File: src/rtl/nco_sincos.sv
// Phase-accumulator NCO: one sin/cos pair per accepted step, one shared
// quarter-wave ROM read twice over a 4-state FSM.
//  clk, reset_n                  : clock, async active-low reset
//  phase_inc, phase_inc_we       : increment value and its load strobe
//  phase_sync                    : force accumulator to zero
//  step / busy                   : sample request / FSM not idle
//  out_valid, cos_o, sin_o, wrap_o : result pulse, samples, carry flag
//  phase_o                       : current accumulator value
module nco_sincos #(
  parameter int PHASE_W    = 24,
  parameter int LUT_ABITS  = 8,
  parameter int OUT_W      = 8,
  parameter int OFFSET_BIN = 1
) (
  input  logic               clk,
  input  logic               reset_n,
  input  logic [PHASE_W-1:0] phase_inc,
  input  logic               phase_inc_we,
  input  logic               phase_sync,
  input  logic               step,
  output logic               busy,
  output logic               out_valid,
  output logic [OUT_W-1:0]   cos_o,
  output logic [OUT_W-1:0]   sin_o,
  output logic               wrap_o,
  output logic [PHASE_W-1:0] phase_o
);

  localparam int IW = LUT_ABITS + 2;
  localparam int MW = OUT_W - 1;
  localparam int N  = 2 ** LUT_ABITS;
  localparam logic [IW-1:0] QOFF = IW'(N);
  localparam logic [OUT_W-1:0] MID =
    (OFFSET_BIN != 0) ? {1'b1, {MW{1'b0}}} : '0;
  localparam real PI = 3.14159265358979323846;

  typedef enum logic [1:0] {
    IDLE, RD_COS, RD_SIN, OUT
  } state_t;

  // Elaboration-time table value: Taylor cosine, then a
  // binary search for the floor so the clamp falls out free.
  function automatic int rom_val(input int k);
    real x, t, c, y;
    int  lo, hi, mid;
    x = (real'(k) + 0.5) * PI / real'(2 ** (LUT_ABITS + 1));
    c = 1.0;
    t = 1.0;
    for (int n = 1; n <= 20; n++) begin
      t = -t * x * x / real'((2 * n - 1) * (2 * n));
      c = c + t;
    end
    y  = c * real'(2 ** MW);
    lo = 0;
    hi = 2 ** MW - 1;
    while (lo < hi) begin
      mid = (lo + hi + 1) / 2;
      if (real'(mid) <= y) lo = mid;
      else hi = mid - 1;
    end
    return lo;
  endfunction

  logic [MW-1:0] w_rom [N];

  for (genvar k = 0; k < N; k++) begin : g_rom
    localparam int V = rom_val(k);
    assign w_rom[k] = V[MW-1:0];
  end

  state_t             r_state;
  logic [PHASE_W-1:0] r_acc;
  logic [PHASE_W-1:0] r_inc;
  logic [IW-1:0]      r_idx;
  logic               r_wrap_pend;
  logic [MW-1:0]      r_rom;
  logic [MW-1:0]      r_cos_m;
  logic [OUT_W-1:0]   r_cos;
  logic [OUT_W-1:0]   r_sin;
  logic               r_wrap;
  logic               r_valid;
  logic               r_busy;

  logic [PHASE_W-1:0]   w_inc;
  logic [PHASE_W:0]     w_sum;
  logic                 w_accept;
  logic [IW-1:0]        w_sin_j;
  logic [LUT_ABITS-1:0] w_cos_addr;
  logic [LUT_ABITS-1:0] w_sin_addr;
  logic [LUT_ABITS-1:0] w_addr;
  logic                 w_cos_neg;
  logic                 w_sin_neg;
  logic                 w_sign_c;
  logic                 w_sign_s;

  // A load on the accept edge must already apply.
  assign w_inc    = phase_inc_we ? phase_inc : r_inc;
  assign w_sum    = {1'b0, r_acc} + {1'b0, w_inc};
  assign w_accept = step && (r_state == IDLE);

  // Sine is cosine shifted back a quarter turn.
  assign w_sin_j = r_idx - QOFF;

  assign w_cos_addr = r_idx[LUT_ABITS-1:0]
                    ^ {LUT_ABITS{r_idx[IW-2]}};
  assign w_sin_addr = w_sin_j[LUT_ABITS-1:0]
                    ^ {LUT_ABITS{w_sin_j[IW-2]}};
  assign w_cos_neg  = r_idx[IW-1] ^ r_idx[IW-2];
  assign w_sin_neg  = w_sin_j[IW-1] ^ w_sin_j[IW-2];

  assign w_addr = (r_state == RD_SIN) ? w_sin_addr
                                      : w_cos_addr;

  assign w_sign_c = (OFFSET_BIN != 0) ? ~w_cos_neg : w_cos_neg;
  assign w_sign_s = (OFFSET_BIN != 0) ? ~w_sin_neg : w_sin_neg;

  always_ff @(posedge clk or negedge reset_n) begin
    if (!reset_n) begin
      r_state     <= IDLE;
      r_acc       <= '0;
      r_inc       <= '0;
      r_idx       <= '0;
      r_wrap_pend <= 1'b0;
      r_rom       <= '0;
      r_cos_m     <= '0;
      r_cos       <= MID;
      r_sin       <= MID;
      r_wrap      <= 1'b0;
      r_valid     <= 1'b0;
      r_busy      <= 1'b0;
    end else begin
      r_valid <= 1'b0;
      r_rom   <= w_rom[w_addr];
      if (phase_inc_we) r_inc <= phase_inc;
      if (phase_sync) r_acc <= '0;
      else if (w_accept) r_acc <= w_sum[PHASE_W-1:0];
      unique case (r_state)
        IDLE: begin
          if (w_accept) begin
            r_idx <= phase_sync ? '0
                   : w_sum[PHASE_W-1 -: IW];
            r_wrap_pend <= !phase_sync && w_sum[PHASE_W];
            r_busy  <= 1'b1;
            r_state <= RD_COS;
          end
        end
        RD_COS: r_state <= RD_SIN;
        RD_SIN: begin
          r_cos_m <= r_rom;
          r_state <= OUT;
        end
        OUT: begin
          r_cos   <= {w_sign_c, r_cos_m ^ {MW{w_cos_neg}}};
          r_sin   <= {w_sign_s, r_rom ^ {MW{w_sin_neg}}};
          r_wrap  <= r_wrap_pend;
          r_valid <= 1'b1;
          r_busy  <= 1'b0;
          r_state <= IDLE;
        end
        default: r_state <= IDLE;
      endcase
    end
  end

  assign busy      = r_busy;
  assign out_valid = r_valid;
  assign cos_o     = r_cos;
  assign sin_o     = r_sin;
  assign wrap_o    = r_wrap;
  assign phase_o   = r_acc;

endmodule

File: config.mk
export PLATFORM = sky130hd
export DESIGN_NAME = nco_sincos
export DESIGN_NICKNAME = d
export VERILOG_FILES = /design/src/rtl/nco_sincos.sv
export SDC_FILE = /design/constraint.sdc
export NUM_CORES = 1
export LEC_CHECK = 0
export ABC_CLOCK_PERIOD_IN_PS = 6900
export BUFFER_PORTS_ARGS = -buffer_cell sky130_fd_sc_hd__buf_2
export CAP_MARGIN = 5
export CELL_PAD_IN_SITES_DETAIL_PLACEMENT = 1
export CELL_PAD_IN_SITES_GLOBAL_PLACEMENT = 1
export CORE_ASPECT_RATIO = 0.8
export CORE_MARGIN = 1.5
export CORE_UTILIZATION = 49
export CTS_CLUSTER_DIAMETER = 80
export CTS_CLUSTER_SIZE = 25
export DETAILED_ROUTE_END_ITERATION = 6
export PLACE_DENSITY_LB_ADDON = 0.1
export REMOVE_ABC_BUFFERS = 1
export SLEW_MARGIN = 15
export SYNTH_ARGS = -nofsm -noshare
export SYNTH_HDL_FRONTEND = slang
export SYNTH_SLANG_ARGS = --single-unit
File: constraint.sdc
create_clock -name clk -period 6.9 [get_ports clk]
set_input_delay 0 -clock clk [delete_from_list [all_inputs] [get_ports clk]]
set_output_delay 0 -clock clk [all_outputs]
set_load 0.05 [all_outputs]
Word level (Yosys, flattened, before mapping). Memories as Yosys holds them, arrays and structs flattened. A register that Yosys moved wholly into a read port is not among the register bits. Index checks and enable logic that the tools add are counted.

Bits in registers: 87. ROM bits: 1792. Input bits: 29. Word-level logic and storage cells: 46. Memories kept: 1.

Memory list: (name not given) (words 256, bits a word 7, read ports 1, clocked after memory_dff 1, wr ports 0, RTL line 133) `r_rom <= w_rom[w_addr];`.

Add/sub/neg operators: 2. Equality and inequality tests: 4. Mux-type cells: 10. Bitwise operators: 9. Reduce and logical (&&, ||, !) cells: 9.

Operators by type and width (number): 24-bit two-way mux (3); 24-bit by 24-bit adder with 25-bit output (1); 8-bit bitwise XOR (2); 7-bit bitwise XOR (2); 10-bit two-way mux (1); 10-bit by 9-bit subtractor with 10-bit output (second input constant) (1); 8-bit inverter with 9-bit output (1); 8-bit two-way mux (1); 2-bit one-hot mux with 4 select lines (1); 2-bit == test (second input constant) (2); 2-bit AND reduction (2); 2-bit nonzero test (2); 2-bit by 1-bit == test with 1-bit output (second input constant) (1); 1-bit logical AND (2); 1-bit logical NOT (2); 2-bit logical NOT (1); 1-bit two-way mux (2); 2-bit two-way mux (1); 2-bit inequality test (second input constant) (1); 1-bit inverter (2); 1-bit one-hot mux with 2 select lines (1); 1-bit bitwise XOR (2).

Depth between registers and ports, before layout. Gate-level depths: netlist (run 1).

Depth in word-level cells: 4. Gate-level depth with buffers: 17.

Worst setup path after synthesis (run 1). OpenSTA, ideal clock, no wires.

Path kind: reg2reg. Start point: register r_state[0]. End point: register r_rom[2]. Library setup time: 0.120 ns. Data arrival time: 3.393 ns. Path slack: 3.387 ns. Stages on the path, launching flop included: 17. Cells stage by stage: dfrtp_1 -> inv_1 -> ha_1 -> buf_6 -> xnor2_2 -> buf_2 -> buf_2 -> xnor2_1 -> inv_1 -> ha_1 -> nand2_1 -> nor3b_1 -> a21oi_1 -> o21ai_0 -> a22oi_1 -> or3_1 -> a31o_2.

Word-level cells in the longest chain between the ends: 3.

RTL lines: start, declared (RTL line 71) `state_t r_state;`; start signal, assigned (RTL line 119) `r_state <= IDLE;`; start signal, assigned (RTL line 144) `r_state <= RD_COS;`; start signal, assigned (RTL line 147) `RD_COS: r_state <= RD_SIN;`; 2-bit == test (RTL line 111) `assign w_addr = (r_state == RD_SIN) ? w_sin_addr`; 8-bit two-way mux (RTL line 111); 8-bit inverter with 9-bit output (implied by the code) (RTL line 133); end, declared (RTL line 76) `logic [MW-1:0] r_rom;`.

Every way passes these cells. A chain may end at the register's enable or synchronous reset.

Worst setup path after layout (run 1).
Start point: register r_state[0]. End point: register r_rom[0].

The elaborated chain is that of the path after synthesis.

==> results.toml, run 1 <==
[timing]
postLayoutSetupSlackWorst_ns = 2.33
fmax_ghz = 0.219
fin_crit_sh_pct = 66.3
relSlewSlack_pct = 31.4
setup_viol_count_final = 0
worst_pin_slew_ns = 1.02
period_needed_ns = 4.57
hold_viol_final = 0
rsz0062_at_grt = "false"
setup_tns_ns = 0
finalMaxSlewViolations = 0
fin_skew_ns = 0.00596

[layout]
syn2layout_area_growth_pct = 12.7
nFillCells = 1853
fin_util_pct = 56.6
nNetsFinal = 1051
drive_above_1_share_pct = 15.9
design_area_um2 = 8500

[clocking]
cts-root-buf = "clkbuf_16"
clock_tree.buffer_depth = 2
h-tree-depth = 3
cts_sinks = 94
cts_buffers = 9
insertion_delay_ns = 0.35
clk_pin_slew_ns = 0.08
holdBufCountCts = 26
cts_resized = 0
cts_tree = "yes"
postCtsSetupRepairBufs = 0

[die]
core_um2 = 15000
fp-row-count = 40
die_h_um = 114
io_pins = 72
die_w_um = 142
start_util_pct = 50.2
die-area_um2 = 16200

[global_route]
grt_pass1_wl_um = 45600
grt_max_degree = 74
antenna_found_initial = 2
gr-usage-all-layers_pct = 36.3
overflow = 0
grt_pass1_vias = 7950

[routing]
drt_iter0_drc = 896
firstDrtPassIters = 5
drc = 0
drt_wl_total_um = 28700
avgRoutedWirePerCell_um = 24.4
via_per_inst = 6.71
ant_nets = 0
via_count = 7906

[yosys]
synthTopCellsByCount = "115 x nand2_1, 110 x a21oi_1, 92 x dfrtp_1"
synth_area_leaders = "dfrtp_1 31%, a21oi_1 7.3%, ha_1 6.5%"
synth.distinct_cells = 72
yosysTopAreaCellShare_pct = 30.5
yosysSeqAreaShare_pct = 31.2
synth_seq_cells = 94
ys.flop_type = "dfrtp_1"
syn_inst = 930
synth_top_area_cell = "dfrtp_1"
synth_edf_count = 0
avgSynthCellArea_um2 = 8.11
ys_warn_count = 0
synth.most_common_cell = "nand2_1"
netlist_area_um2 = 7540
async_flop_share_pct = 100

[placed_design]
gp_congestion = 0.980
place.port_buffers = 71
preCtsSetupSlack_ns = 2.57
hpwl_um = 19500
placed_cell_area_um2 = 7930

[critical_path]
startpoint_type = "register"
cp_slowest_cell = "ha_1"
crit_path_end_kind = "register"
critPathKind = "register to register"
required_ns = 7.19
critPathTopFamily = "compound AO/OA/AOI/OAI gates"
critical_path_buf_inv_count = 3
cp.arrival_ns = 4.86
crit_path_max_fanout = 36
critPathMaxStageDelay_ns = 0.60
crit_chain = "inv_1 > ha_1 > xnor2_2 > buf_4 > xnor2_1 > inv_1 > ha_1 > nand2b_1 > a21oi_1 > nand2_1 > o211ai_1 > a21oi_1 > a2111oi_0 > a211o_1"

[worst_hold_path]
hold_path.class = "input port to asynchronous set/reset pin"

[status]
status = "completed"

[job]
drv_cap = 0
-- registers in the layout, indices dropped and copies added, names as in the netlist --
signal and count:
busy 1, cos_o 8, out_valid 1, phase_o 24, r_cos_m 7, r_idx 10
r_inc 24, r_rom 7, r_state 2, r_wrap_pend 1, sin_o 8, wrap_o 1
-- final timing paths --
| kind | from | endpoint | cells after the start | slack, ns |
|---|---|---|---|---|
| setup / recovery | r_state[0]$_DFFE_PN0P_ | r_rom[0]$_DFF_PN0_ | 14 | 2.33 |
| hold / removal | reset_n | sin_o[3]$_DFFE_PN0P_ | 2 | 0.14 |
| setup reg to reg | r_state[0]$_DFFE_PN0P_ | r_rom[0]$_DFF_PN0_ | 14 | 2.33 |
| hold reg to reg | sin_o[7]$_DFFE_PN1P_ | sin_o[7]$_DFFE_PN1P_ | 2 | 0.48 |
| max in group asynchronous | reset_n | r_idx[2]$_DFFE_PN0P_ | 3 | 5.52 |
| min in group clk | phase_sync | phase_o[0]$_DFFE_PN0P_ | 2 | 0.17 |
-- through the flow --
stage,hold WS [ns],std cells
final,0.144,1178
after global routing,0.178,1178
after CTS,0.151,1176
after detailed placement,-0.0234,1134
after global placement,-0.0381,1134
after floorplan,-0.296,862
-- metal layers --
layer  vias up  global-route usage [%]  wire (um)
met1      3954                    51.5      12600
met2       397                    54.2      12800
met3        47                    10.4       2800
met4         0                    9.90        486
met5         -                       0          0
li1       3508                       -          -
-- cell type report --
type                    count  area (um^2)  area share [%]
diodes                      2         5.00          0.0589
multi-input cells         746         4810            56.6
flip-flops and latches     94         2360            27.7
clock buffers               9          225            2.65
repair buffers            109          708            8.33
inverters                  22         82.6           0.971
well taps                 189          236            2.78
clock inverters             7         77.6           0.912
-- kinds of logic after synthesis --
group           count (synthesis)  synth area share [%]
compound gates                327                  27.8
xor+xnor                       34                  4.15
fa+ha+maj                      40                  6.74
buf+inv                        90                  4.99
flops                          94                  31.2
mux                            49                  7.33
simple gates                  296                  17.8
-- placed cells by master (no fill, tap or decap), types with 7 or more instances in the layout --
cell           count
xor2_1             8
a21oi_1          110
nand3_1           26
xnor2_1           24
clkbuf_16          9
o22ai_1           12
a21o_1            21
nand2b_1          16
nor3_1            19
nand3b_1           9
dfrtp_1           91
a31oi_1           14
nor2_1            76
inv_1             21
mux2_2            40
o21a_1             7
o211ai_1          12
o2111ai_1          7
o31ai_1            8
ha_1              39
nand2_1          115
mux2i_1            8
a211oi_1          10
buf_2             70
o21ai_0           60
dlygate4sd3_1     26
buf_4             13
Power of run 1 is not shown: default switching activity piles up to over one toggle a cycle in this logic, so the estimate is an artifact.
==> inputs of run 2 (changes only) <==
ABC_CLOCK_PERIOD_IN_PS = 3700   (was 6900)
CORE_UTILIZATION = 41   (was 49)
clock period = 3.7 ns   (was 6.9 ns; I/O delays follow)
==> run 2 against run 1 <==
  * Die area up 19%
  * Flip-flop and latch count is the same
  * Critical path depth fell by 1
  * First-iteration DRC count fell by 23%
  * Non-clock buffer count grew 28
  * Count of clock-buffer cells in the layout up 2
  * Design area grew 3.1%
  * Fmax rose by 32%
  * Global-route usage shrank 5.5 points
  * Sequential share of layout area is 0.82 points lower
  * Via count down 0.47%
  * Clock skew rose by 0.0019 ns
  * Largest cell class unchanged
  * Highest routed layer unchanged
==> results.toml, run 2 (synthesized netlist as in run 1, its figures left out) <==
[critical_path]
critPathTopFamily = "compound AO/OA/AOI/OAI gates"
r2r_cells = 13
critPathKind = "register to register"
crit_path_max_fanout = 27
required_ns = 3.92
r2r_start = "r_state[0]$_DFFE_PN0P_"
critPathMaxStageDelay_ns = 0.41
cp_slowest_cell = "buf_4"
crit_chain = "inv_1 > ha_1 > xnor2_2 > buf_4 > nor2_1 > nor2_1 > inv_1 > ha_1 > a21oi_1 > a32oi_1 > o311ai_0 > o32ai_1 > a221oi_1"
startpoint_type = "register"
critical_path_buf_inv_count = 3
cp.arrival_ns = 3.70
rr_endpoint = "r_rom[3]$_DFF_PN0_"
crit_path_end_kind = "register"
reg2reg_slack_ns = 0.23

[die]
core_um2 = 18100
fp-row-count = 44
die_w_um = 155
die_h_um = 124
io_pins = 72
die-area_um2 = 19200
start_util_pct = 41.8

[timing]
relSlewSlack_pct = 25.5
period_needed_ns = 3.47
worst_pin_slew_ns = 1.11
fin_skew_ns = 0.00786
whs_ns = 0.138
finalMaxSlewViolations = 0
postLayoutSetupSlackWorst_ns = 0.228
fmax_ghz = 0.288
rsz0062_at_grt = "false"
fin_crit_sh_pct = 93.8
hold_viol_final = 0
setup_viol_count_final = 0

[placed_design]
preCtsSetupSlack_ns = 0.174
hpwl_um = 21200
place.port_buffers = 71
placed_cell_area_um2 = 8210
gp_congestion = 1.01

[clocking]
cts_sinks = 94
postCtsSetupRepairBufs = 0
cts_tree = "yes"
insertion_delay_ns = 0.35
cts_buffers = 9
clk_pin_slew_ns = 0.07
h-tree-depth = 3
cts-root-buf = "clkbuf_16"
clock_tree.buffer_depth = 2

[routing]
avgRoutedWirePerCell_um = 23.4
firstDrtPassIters = 5
via_count = 7869
drc = 0
via_per_inst = 6.32
ant_nets = 0
drt_iter0_drc = 692
drt_wl_total_um = 29200

[layout]
mostFrequentLayoutCells = "115 x nand2_1, 110 x a21oi_1, 91 x dfrtp_1"
syn2layout_area_growth_pct = 16.2
num_antenna_cells = 0
nFillCells = 2203
nNetsFinal = 1079
layout_commonest_cell = "nand2_1"
design_area_um2 = 8760
drive_above_1_share_pct = 18.2

[job]
drv_cap = 0

[worst_hold_path]
min_path_cells = 2
min-delay-start = "phase_inc_we"
hold_path.class = "input port to register"
min_to = "r_inc[6]$_DFF_PN0_"

[global_route]
grt_pass1_vias = 7869
gr-usage-all-layers_pct = 30.8
grt_pass1_wl_um = 46200
grt_max_degree = 49
overflow = 0
antenna_found_initial = 0

[status]
status = "completed"
-- run 2: cell types whose count changed in the layout (fill, tap and decap cells not counted), sizes merged --
cell / delta
inv: -2
diode: -2
buf: +28
clkbuf: +2
-- run 2: worst max-delay path by stage --
| stage | start | slack (ns) | to | cells past startpoint |
|---|---|---|---|---|
| 5_1_grt | r_state[0]$_DFFE_PN0P_ | 0.04 | r_rom[3]$_DFF_PN0_ | 13 |
| 2_1_floorplan | r_state[0]$_DFFE_PN0P_ | -0.24 | r_rom[2]$_DFF_PN0_ | 13 |
| 3_3_place_gp | r_state[0]$_DFFE_PN0P_ | 0.43 | r_rom[3]$_DFF_PN0_ | 13 |
| 3_5_place_dp | r_state[0]$_DFFE_PN0P_ | 0.17 | r_rom[0]$_DFF_PN0_ | 13 |
| 4_1_cts | r_state[0]$_DFFE_PN0P_ | 0.09 | r_rom[0]$_DFF_PN0_ | 13 |
| 6_report | r_state[0]$_DFFE_PN0P_ | 0.23 | r_rom[3]$_DFF_PN0_ | 13 |
-- run 2: stage by stage --
step / cells / utilization [%] / TNS, ns
finish: 1245 / 48.5 / 0
global route: 1245 / 48.5 / 0
CTS: 1245 / 48.5 / 0
detailed placement: 1203 / 45.5 / 0
global placement: 1203 / 45.5 / 0
floorplan: 862 / - / -0.465
-- run 2: routing by layer --
metal / GRT usage, % / up-vias / part of all wire, %
met5: 0 / - / 0
li1: - / 3553 / -
met1: 47.1 / 3917 / 48
met3: 7.55 / 38 / 9.0
met4: 6.73 / 0 / 1.4
met2: 43.5 / 361 / 42
-- run 2: cell type report --
type | count | area, um^2 | area share (%)
clock inverter | 5 | 42.5 | 0.486
tap | 230 | 288 | 3.28
multi-input combinational | 746 | 4820 | 55.0
timing repair buffer | 137 | 931 | 10.6
clock buffer | 11 | 243 | 2.77
sequential | 94 | 2360 | 26.9
inverter | 22 | 82.6 | 0.942
-- run 2: timing repair --
item,CTS,global route
endpoints found under the hold margin,117,0
hold buffers,26,0
gates resized for setup,0,2
endpoints found under the setup margin,0,3
Power of run 2 is left out for the same reason.
==> inputs of run 3 (changes only) <==
==> constraint.sdc (replaced) <==
create_clock -name clk -period 3.7 [get_ports clk]
set_input_delay 0.555 -clock clk [delete_from_list [all_inputs] [get_ports clk]]
set_output_delay 0.555 -clock clk [all_outputs]
set_load 0.05 [all_outputs]
==> run 3 against run 2 <==
  * Largest cell class unchanged
  * Fmax is 1.4% higher
  * Critical path type unchanged
  * Final cell count is 1.4% lower
  * Count of clock-buffer cells in the layout is 2 lower
  * Critical endpoint is now r_rom[1]$_DFF_PN0_
  * Highest routed layer unchanged
==> results.toml, run 3 (synthesized netlist as in run 1, its figures left out) <==
[status]
status = "completed"

[layout]
mostFrequentLayoutCells = "115 x nand2_1, 110 x a21oi_1, 91 x dfrtp_1"
syn2layout_area_growth_pct = 14.5
nNetsFinal = 1063
nFillCells = 2176
seq_area_um2 = 2360
drive_above_1_share_pct = 19.4
layout_commonest_cell = "nand2_1"
num_antenna_cells = 0
multi_input_area_um2 = 4820

[clocking]
h-tree-depth = 3
cts_buffers = 9
holdBufCountCts = 0
cts-root-buf = "clkbuf_16"
insertion_delay_ns = 0.35
cts_sinks = 94
cts_tree = "yes"
clock_tree.buffer_depth = 2
clk_pin_slew_ns = 0.07
postCtsSetupRepairBufs = 0

[routing]
firstDrtPassIters = 5
via_per_inst = 6.32
drt_wl_total_um = 28600
via_count = 7761
avgRoutedWirePerCell_um = 23.3
ant_nets = 0
drt_iter0_drc = 697
drc = 0

[job]
drv_cap = 0

[placed_design]
gp_congestion = 1.03
hpwl_um = 21400
place.port_buffers = 71

[global_route]
overflow = 0
grt_pass1_vias = 7797
grt_pass1_wl_um = 45100
grt_max_degree = 78
antenna_found_initial = 0
gr-usage-all-layers_pct = 30.1

[timing]
fin_skew_ns = 0.00857
rsz0062_at_grt = "false"
finalMaxSlewViolations = 0
period_needed_ns = 3.42
whs_ns = 0.347
fmax_ghz = 0.292
relSlewSlack_pct = 24.2
worst_pin_slew_ns = 1.13
setup_viol_count_final = 0
fin_crit_sh_pct = 92.5
hold_viol_final = 0

[critical_path]
reg2reg_slack_ns = 0.28
cp.arrival_ns = 3.64
r2r_start = "r_state[0]$_DFFE_PN0P_"
r2r_cells = 12
startpoint_type = "register"
crit_path_max_fanout = 10
crit_path_end_kind = "register"
required_ns = 3.92
critPathKind = "register to register"
rr_endpoint = "r_rom[1]$_DFF_PN0_"

[die]
fp-row-count = 44
die-area_um2 = 19200
die_w_um = 155
core_um2 = 18100
io_pins = 72
die_h_um = 124
start_util_pct = 41.8

[worst_hold_path]
hold_path.class = "input port to asynchronous set/reset pin"
run 3: cell count changes in the layout (fill, tap and decap cells not counted), sizes merged:
cell         delta
clkbuf          -2
bufinv          +3
dlygate4sd3    -26
clkinv          -2
buf            +10
clkinvlp        -1
inv             +1
run 3: worst max path at each step:
stage                                      start                       to  slack, ns  cells past startpoint
after global routing      r_state[0]$_DFFE_PN0P_       r_rom[0]$_DFF_PN0_       0.02                     14
after detailed placement            phase_inc_we     r_idx[2]$_DFFE_PN0P_       0.13                     11
final                     r_state[0]$_DFFE_PN0P_       r_rom[1]$_DFF_PN0_       0.28                     12
after global placement              phase_inc_we  phase_o[16]$_DFFE_PN0P_       0.17                     11
after CTS                 r_state[0]$_DFFE_PN0P_       r_rom[0]$_DFF_PN0_       0.16                     14
after floorplan           r_state[0]$_DFFE_PN0P_       r_rom[2]$_DFF_PN0_      -0.24                     13
run 3: stage by stage:
stage	setup WS (ns)	TNS (ns)	util, %	area [um^2]	cells
6_report	0.277	0	47.8	8640	1228
5_1_grt	0.0165	0	47.8	8640	1228
4_1_cts	0.156	0	47.8	8620	1228
3_5_place_dp	0.128	0	45.9	8280	1213
3_3_place_gp	0.165	0	45.9	8280	1213
2_1_floorplan	-0.239	-0.465	-	7250	862
run 3: metal layers:
| metal | GRT usage, % | up-vias | routed length, um |
|---|---|---|---|
| met4 | 5.60 | 0 | 351 |
| met2 | 42.3 | 362 | 11900 |
| met5 | 0 | - | 0 |
| li1 | - | 3520 | - |
| met1 | 45.6 | 3842 | 13500 |
| met3 | 8.87 | 37 | 2830 |
run 3: cell type report:
class                      count  share of cell area, %
multi-input combinational    746                   55.8
sequential                    94                   27.3
timing repair buffer         121                   8.63
tap                          230                   3.33
clock buffer                   9                   2.61
clock inverter                 6                   1.35
inverter                      22                  0.956
run 3: critical path, cell delays in order (launching register included):
cell and delay (ns):
dfrtp_1 0.38, inv_1 0.09, ha_1 0.28, xnor2_4 0.21
xnor2_1 0.37, inv_1 0.14, ha_1 0.26, buf_4 0.20
nand3_1 0.13, a31oi_1 0.18, o32ai_1 0.59, a31oi_1 0.16
a32oi_1 0.30
run 3: repair_timing:
action / in CTS / in global routing
gates resized for setup: 0 / 2
hold endpoints to repair: 0 / 0
endpoints found under the setup margin: 0 / 1
Power of run 3 is left out for the same reason.
